`src/rtl/axi_lite_master.sv`:
```
// axi_lite_master: AXI4-Lite initiator for single-beat register reads/writes.
// Accepts one command at a time on cmd_*, runs one AW/W/B or AR/R transaction,
// and returns the result on rsp_* with the transaction latency in cycles.
// Ports:
//   M_AXI_ACLK, M_AXI_ARESET   clock, synchronous active-high reset
//   cmd_*                      command request (valid/ready)
//   rsp_*                      result (valid/ready), latency saturates at all-ones
//   busy                       high whenever a command is in flight or pending result
//   M_AXI_*                    AXI4-Lite master channels AW, W, B, AR, R
module axi_lite_master #(
    parameter int unsigned C_M_AXI_DATA_WIDTH = 32,
    parameter int unsigned C_M_AXI_ADDR_WIDTH = 9,
    parameter int unsigned LAT_WIDTH          = 16
) (
    input  logic                              M_AXI_ACLK,
    input  logic                              M_AXI_ARESET,

    input  logic                              cmd_valid,
    output logic                              cmd_ready,
    input  logic                              cmd_write,
    input  logic [C_M_AXI_ADDR_WIDTH-1:0]     cmd_addr,
    input  logic [C_M_AXI_DATA_WIDTH-1:0]     cmd_wdata,
    input  logic [C_M_AXI_DATA_WIDTH/8-1:0]   cmd_wstrb,

    output logic                              rsp_valid,
    input  logic                              rsp_ready,
    output logic                              rsp_write,
    output logic [C_M_AXI_DATA_WIDTH-1:0]     rsp_rdata,
    output logic [1:0]                        rsp_resp,
    output logic [LAT_WIDTH-1:0]              rsp_latency,
    output logic                              busy,

    output logic [C_M_AXI_ADDR_WIDTH-1:0]     M_AXI_AWADDR,
    output logic                              M_AXI_AWVALID,
    input  logic                              M_AXI_AWREADY,
    output logic [C_M_AXI_DATA_WIDTH-1:0]     M_AXI_WDATA,
    output logic [C_M_AXI_DATA_WIDTH/8-1:0]   M_AXI_WSTRB,
    output logic                              M_AXI_WVALID,
    input  logic                              M_AXI_WREADY,
    input  logic [1:0]                        M_AXI_BRESP,
    input  logic                              M_AXI_BVALID,
    output logic                              M_AXI_BREADY,
    output logic [C_M_AXI_ADDR_WIDTH-1:0]     M_AXI_ARADDR,
    output logic                              M_AXI_ARVALID,
    input  logic                              M_AXI_ARREADY,
    input  logic [C_M_AXI_DATA_WIDTH-1:0]     M_AXI_RDATA,
    input  logic [1:0]                        M_AXI_RRESP,
    input  logic                              M_AXI_RVALID,
    output logic                              M_AXI_RREADY
);

    localparam int unsigned DW = C_M_AXI_DATA_WIDTH;
    localparam int unsigned SW = C_M_AXI_DATA_WIDTH / 8;
    localparam int unsigned AW = C_M_AXI_ADDR_WIDTH;

    typedef enum logic [2:0] {
        IDLE,
        WR_REQ,
        WR_RESP,
        RD_REQ,
        RD_DATA,
        RESULT
    } state_e;

    state_e                state_q;
    logic [AW-1:0]         addr_q;
    logic [DW-1:0]         wdata_q;
    logic [SW-1:0]         wstrb_q;
    logic                  awvalid_q;
    logic                  wvalid_q;
    logic                  bready_q;
    logic                  arvalid_q;
    logic                  rready_q;
    logic                  rsp_valid_q;
    logic                  rsp_write_q;
    logic [DW-1:0]         rsp_rdata_q;
    logic [1:0]            rsp_resp_q;
    logic [LAT_WIDTH-1:0]  lat_q;

    // Each write channel is finished once its VALID has dropped or is handshaking now.
    logic aw_done_c;
    logic w_done_c;
    assign aw_done_c = !awvalid_q || M_AXI_AWREADY;
    assign w_done_c  = !wvalid_q  || M_AXI_WREADY;

    // Transaction sequencer with registered bus and result outputs.
    always_ff @(posedge M_AXI_ACLK) begin
        if (M_AXI_ARESET) begin
            state_q     <= IDLE;
            addr_q      <= '0;
            wdata_q     <= '0;
            wstrb_q     <= '0;
            awvalid_q   <= 1'b0;
            wvalid_q    <= 1'b0;
            bready_q    <= 1'b0;
            arvalid_q   <= 1'b0;
            rready_q    <= 1'b0;
            rsp_valid_q <= 1'b0;
            rsp_write_q <= 1'b0;
            rsp_rdata_q <= '0;
            rsp_resp_q  <= '0;
            lat_q       <= '0;
        end else begin
            // Latency counts every bus-phase cycle, including the B/R handshake cycle.
            if ((state_q == WR_REQ || state_q == WR_RESP ||
                 state_q == RD_REQ || state_q == RD_DATA) &&
                (lat_q != {LAT_WIDTH{1'b1}})) begin
                lat_q <= lat_q + LAT_WIDTH'(1);
            end

            case (state_q)
                IDLE: begin
                    if (cmd_valid) begin
                        addr_q      <= cmd_addr;
                        rsp_write_q <= cmd_write;
                        lat_q       <= '0;
                        if (cmd_write) begin
                            wdata_q   <= cmd_wdata;
                            wstrb_q   <= cmd_wstrb;
                            awvalid_q <= 1'b1;
                            wvalid_q  <= 1'b1;
                            state_q   <= WR_REQ;
                        end else begin
                            arvalid_q <= 1'b1;
                            state_q   <= RD_REQ;
                        end
                    end
                end

                WR_REQ: begin
                    if (awvalid_q && M_AXI_AWREADY) begin
                        awvalid_q <= 1'b0;
                    end
                    if (wvalid_q && M_AXI_WREADY) begin
                        wvalid_q <= 1'b0;
                    end
                    if (aw_done_c && w_done_c) begin
                        bready_q <= 1'b1;
                        state_q  <= WR_RESP;
                    end
                end

                WR_RESP: begin
                    if (M_AXI_BVALID) begin
                        rsp_resp_q  <= M_AXI_BRESP;
                        rsp_rdata_q <= '0;
                        bready_q    <= 1'b0;
                        rsp_valid_q <= 1'b1;
                        state_q     <= RESULT;
                    end
                end

                RD_REQ: begin
                    if (M_AXI_ARREADY) begin
                        arvalid_q <= 1'b0;
                        rready_q  <= 1'b1;
                        state_q   <= RD_DATA;
                    end
                end

                RD_DATA: begin
                    if (M_AXI_RVALID) begin
                        rsp_rdata_q <= M_AXI_RDATA;
                        rsp_resp_q  <= M_AXI_RRESP;
                        rready_q    <= 1'b0;
                        rsp_valid_q <= 1'b1;
                        state_q     <= RESULT;
                    end
                end

                RESULT: begin
                    if (rsp_ready) begin
                        rsp_valid_q <= 1'b0;
                        state_q     <= IDLE;
                    end
                end

                default: begin
                    state_q <= IDLE;
                end
            endcase
        end
    end

    assign cmd_ready     = (state_q == IDLE);
    assign busy          = (state_q != IDLE);

    assign rsp_valid     = rsp_valid_q;
    assign rsp_write     = rsp_write_q;
    assign rsp_rdata     = rsp_rdata_q;
    assign rsp_resp      = rsp_resp_q;
    assign rsp_latency   = lat_q;

    assign M_AXI_AWADDR  = addr_q;
    assign M_AXI_AWVALID = awvalid_q;
    assign M_AXI_WDATA   = wdata_q;
    assign M_AXI_WSTRB   = wstrb_q;
    assign M_AXI_WVALID  = wvalid_q;
    assign M_AXI_BREADY  = bready_q;
    assign M_AXI_ARADDR  = addr_q;
    assign M_AXI_ARVALID = arvalid_q;
    assign M_AXI_RREADY  = rready_q;

endmodule

```
`config.mk`:
```
export PLATFORM = sky130hd
export DESIGN_NAME = axi_lite_master
export DESIGN_NICKNAME = d
export VERILOG_FILES = /design/src/rtl/axi_lite_master.sv
export SDC_FILE = /design/constraint.sdc
export NUM_CORES = 1
export LEC_CHECK = 0
export ABC_CLOCK_PERIOD_IN_PS = 3300
export BUFFER_PORTS_ARGS = -buffer_cell sky130_fd_sc_hd__buf_2
export CELL_PAD_IN_SITES_DETAIL_PLACEMENT = 0
export CELL_PAD_IN_SITES_GLOBAL_PLACEMENT = 2
export CORE_MARGIN = 3
export CORE_UTILIZATION = 26
export CTS_BUF_LIST = sky130_fd_sc_hd__clkbuf_16
export DETAILED_ROUTE_END_ITERATION = 7
export PLACE_DENSITY = 0.92
export SLEW_MARGIN = 25
export SYNTH_ARGS = -nofsm -noshare
export SYNTH_HDL_FRONTEND = slang
export SYNTH_SLANG_ARGS = --single-unit
```
`constraint.sdc`:
```
create_clock -name M_AXI_ACLK -period 3.3 [get_ports M_AXI_ACLK]
set_clock_uncertainty 0.15 [all_clocks]
set_input_delay 0.165 -clock M_AXI_ACLK [delete_from_list [all_inputs] [get_ports M_AXI_ACLK]]
set_output_delay 0.165 -clock M_AXI_ACLK [all_outputs]
set_load 0.01 [all_outputs]
```
# Word-level counts from Yosys, hierarchy flattened
# Cells that the tools add are included.
# Widths: inputs -> output; s select.
# totals
register_bits	105
out_inout_bits	113
# classes
n_addsub	1
reduce_logical	29
n_eq_ne	16
mux	37
# op_table
operator	n
$mux 32	2
$pmux 32 s2	1
$mux 16	3
$mux 3	6
$pmux 3 s6	1
$add 16x1->16 const B	1
$ne 16x16->1 const B	1
$reduce_and 4->1	4
$mux 1	14
$ne 2x2->1 const B	6
$reduce_and 3->1	4
$pmux 1 s2	5
$reduce_bool 2->1	5
$ne 2x1->1 const B	4
$eq 3x2->1 const B	2
$eq 3x3->1 const B	2
$mux 2	3
$reduce_and 6->1	1
$reduce_bool 3->1	2
$logic_or 1x1->1	5
$logic_and 1x1->1	4
$pmux 2 s2	1
$eq 3x1->1 const B	1
$logic_not 3->1	1
3 further kinds	4

# Longest topological paths before layout
# logic_depth
depth_word	8
mapped_depth	7
ltp_nobuf	5

# Worst setup path after synthesis
# No wires, ideal clock.
# synth_path
kind	flip-flop to flip-flop
start	reg lat_q[0] (netlist: rsp_latency[0])
end	reg lat_q[12] (netlist: rsp_latency[12])
path_stages_with_launch	7
period_less_slack_ns	2.222
setup_time_ns	0.070
setup_slack_ns	1.078
t_arrival_ns	2.002
cell_sequence	dfxtp_1 -> ha_1 -> nand4_1 -> or4_1 -> buf_2 -> or4_1 -> a21oi_1
# synth_via
elab_chain_cells	5
elab_cells_between_ends	6
classes_between	add/sub: 1; eq/ne: 1; mux: 3; reduce/logical: 1
# synth_lines
item	line	source
from (decl)	78	logic [LAT_WIDTH-1:0] lat_q;
from (signal assigned)	108	lat_q <= lat_q + LAT_WIDTH'(1);
parallel branches: the longest is 2 deep, another holds $add 16x1->16	n/a	
$mux 16 (*)	105	if ((state_q == WR_REQ || state_q == WR_RESP ||
$mux 16	113	if (cmd_valid) begin
$mux 16 (*)	111	case (state_q)
# Mark *: on every way between the ends.
# A chain may end at the register's enable or synchronous reset.

# Worst setup path after layout
# layout_path
start	reg state_q[0]
end	reg lat_q[12] (netlist: rsp_latency[12])
# layout_via
elab_chain_cells	8
elab_cells_between_ends	12
classes_between	eq/ne: 4; mux: 3; reduce/logical: 5
# layout_lines
item	line	source
from (decl)	65	state_e state_q;
from (signal assigned)	89	state_q <= IDLE;
from (signal assigned)	122	state_q <= WR_REQ;
from (signal assigned)	125	state_q <= RD_REQ;
$eq 3x1->1 or $eq 3x2->1 (tied branches)	105	
$logic_or 1x1->1 (2 in a row)	105	
$logic_or 1x1->1	106	state_q == RD_REQ || state_q == RD_DATA) &&
$logic_and 1x1->1	106	
$mux 16	105	
$mux 16	113	
$mux 16 (*)	111	
# Every way passes the cells marked *; elsewhere a longest branch is shown, timed or not.

==> impl_metrics.csv <==
group,metric,value,unit
place,placed_cell_area,5260,µm²
critical_path,start_kind,"flop",
logic_synthesis,yosysTopAreaCell,"dfxtp_1",
grt,grt_use_met3,0.0525,
timing,hold_viol,0,
floorplanning,initial_utilization,0.269,
logic_synthesis,synth_fp_nets,593,
run,maxCapViolCount,0,
grt,busiest_layer,"met2",
clock_network,cts_resized,0,
timing,rsz0062_at_grt,"false",
critical_path,path_common_cell,"or4_1",
logic_synthesis,synth_cells,501,
power_and_ir_drop,p_per_area,594,nW/µm²
timing,min_period,2.54,ns
logic_synthesis,synthTopCellsByArea,"dfxtp_1 51%, nand2_1 9.3%, a21oi_1 7.7%",
timing,tightestPinTransition,0.939,ns
final_layout,regArea,2100,µm²
clock_network,cts_tree,"done",
place,portBuffers,203,
timing,post-route-period-util,0.769,
grt,grt_overflow,0,
timing,fmax,394,MHz
floorplanning,rows,45,
clock_network,cts_hold_buf,82,
hold_path,hold_class,"input pin to flop",
power_and_ir_drop,leakagePower,2.78,nW
detailed_routing,routed_wl,13500,µm
grt,first_global_vias,4487,
logic_synthesis,yosys_warnings,0,
clock_network,cts.sinks,105,
final_layout,nets,847,
floorplanning,die-area,17500,µm²
clock_network,post-cts-setup-buffers,0,
final_layout,diodes,0,
critical_path,max_stage_delay,0.73,ns
critical_path,worstPathRequired,3.43,ns
clock_network,path_clk_slew,0.07,ns
timing,final.setup.tns,0,ns
critical_path,path_cells,"nor3_1 -> or4_1 -> or4_1 -> a21oi_1",
detailed_routing,dr.pass1.iters,5,
logic_synthesis,ys_seq_area_frac,0.506,
run_status,status,"finished clean",
detailed_routing,vias,4557,
critical_path,cp.arrival,2.66,ns
place,place_congestion,0.753,
clock_network,ctsLongestPathBuffers,2,
logic_synthesis,yosysUniqueCellTypes,43,
detailed_routing,drc_errors,0,
clock_network,numCtsBuffers,9,
critical_path,path_max_fanout,20,
grt,met1_usage,0.168,
final_layout,final_cell_mix,"202 x buf_2, 105 x dfxtp_1, 103 x nand2_1, 82 x dlygate4sd3_1, 64 x a21oi_1",
floorplanning,coreArea,15400,µm²
logic_synthesis,synth_top_area_frac,0.506,
hold_path,min_path_cells,4,
grt,antenna_found_initial,1,
logic_synthesis,yosys_register_bits,105,
critical_path,end_kind,"flop",
detailed_routing,viasPerCell,4.70,
clock_network,h-tree-depth,3,
logic_synthesis,avgSynthCellArea,8.30,µm²
floorplanning,io_pins,204,
floorplanning,die_x,132,µm
floorplanning,die_y,132,µm
critical_path,critical_path_class,"flop to flop",
logic_synthesis,syn_area,4160,µm²
final_layout,multi_input_area,1820,µm²
grt,met2_usage,0.258,
detailed_routing,drtIter0Drc,316,
timing,setup_viol,0,
detailed_routing,postRouteAntennaNets,0,
timing,relSlewSlack,0.369,
place,dp_hpwl,8930,µm
final_layout,layout_commonest_cell,"buf_2",
critical_path,crit_path_top_delay_cell,"dfxtp_1",
final_layout,syn2layout_area_growth,53.1,%
critical_path,rr_worst_depth,4,
grt,grt_max_degree,49,
clock_network,clk_latency,0.35,ns
clock_network,cts-root-buf,"clkbuf_16",
final_layout,finalInstanceArea,6360,µm²
detailed_routing,routedWlPerCell,13.9,µm
grt,globalRouteTotalUtil,0.149,
final_layout,layout-drive-gt1-share,0.306,
final_layout,fillCellCount,1565,
power_and_ir_drop,ir_drop,0.331,mV
timing,drv_slew,0,
grt,grt_pass1_wl,21800,µm
[layout make-up]
| cell class | count | area share |
|---|---|---|
| Sequential cell | 105 | 0.330 |
| Clock buffer | 9 | 0.0354 |
| Multi-Input combinational cell | 342 | 0.285 |
| Clock inverter | 6 | 0.00826 |
| Timing Repair Buffer | 290 | 0.295 |
| Inverter | 7 | 0.00413 |
| Tap cell | 211 | 0.0415 |
[metrics by stage]
step | power [mW] | std cells | hold slack (ns) | setup WS (ns) | utilization
after floorplan | 2.34 | 501 | 0.130 | 1.08 | -
after global placement | 2.68 | 873 | 0.255 | 0.821 | 0.341
after detailed placement | 2.70 | 873 | 0.261 | 0.787 | 0.341
after CTS | 3.82 | 970 | 0.0309 | 0.779 | 0.412
after global routing | 4.04 | 970 | 0.0649 | 0.582 | 0.412
final | 3.78 | 970 | 0.0426 | 0.763 | 0.412
[kinds of logic after synthesis]
group,Yosys count,synth area share
AO/OA/AOI/OAI,136,0.202
adder cells (fa/ha/maj),1,0.00301
buffers and inverters,54,0.0608
multiplexers,3,0.00722
flip-flops,105,0.506
AND/OR/NAND/NOR,202,0.222
[synthesized netlist by cell type, drive strengths merged]
cell type / instances
dfxtp: 105
nand2: 103
a21oi: 64
nor2: 42
a22oi: 32
clkbuf: 29
buf: 18
o21ai: 12
or4: 11
nand3: 9
o31ai: 8
inv: 7
nor3: 6
a31oi: 5
nand4: 5
nand2b: 4
or3: 4
a311oi: 3
and3: 3
mux2i: 3
or4b: 3
a21o: 2
and4: 2
nand3b: 2
nor2b: 2
nor4: 2
o21ba: 2
a211oi: 1
a21boi: 1
a32o: 1
a32oi: 1
and2: 1
and3b: 1
ha: 1
nor3b: 1
nor4b: 1
o211ai: 1
o21a: 1
o21bai: 1
o31a: 1
[critical path, delay by kind of cell, from the launching register on]
| family | cells | cell delay, ns |
|---|---|---|
| flops | 1 | 0.73 |
| simple gates | 3 | 1.44 |
| compound gates | 1 | 0.14 |
[final timing paths]
kind / startpoint / end / slack [ns]
worst min-delay path: M_AXI_AWREADY / M_AXI_AWVALID$_SDFFE_PP0P_ / 0.04
worst min register to register: M_AXI_WDATA[20]$_SDFFE_PP0P_ / M_AXI_WDATA[20]$_SDFFE_PP0P_ / 0.30
worst max-delay path: state_q[0]$_SDFFE_PP0P_ / rsp_latency[12]$_SDFF_PP0_ / 0.76
worst max register to register: state_q[0]$_SDFFE_PP0P_ / rsp_latency[12]$_SDFF_PP0_ / 0.76
[metal layers]
metal	share of wire	wire length, µm
met1	0.41	5470
met2	0.50	6710
met3	0.071	956
met4	0.025	334
met5	0.00096	13
[sequential cells by signal (all words and copies together) (netlist names)]
name           count
M_AXI_RREADY       1
rsp_valid          1
rsp_rdata         32
rsp_resp           2
M_AXI_WDATA       32
state_q            3
M_AXI_ARADDR       9
M_AXI_WVALID       1
M_AXI_BREADY       1
M_AXI_AWVALID      1
M_AXI_ARVALID      1
rsp_write          1
rsp_latency       16
M_AXI_WSTRB        4
[power breakdown]
group          total, mW  internal [mW]  leakage, nW  switching, mW
registers           1.59           1.43        0.852          0.162
logic               1.17          0.486         1.80          0.681
clock network       1.02          0.519        0.130          0.506
total               3.78           2.43         2.78           1.35
Power figures use the tool's default switching activity.
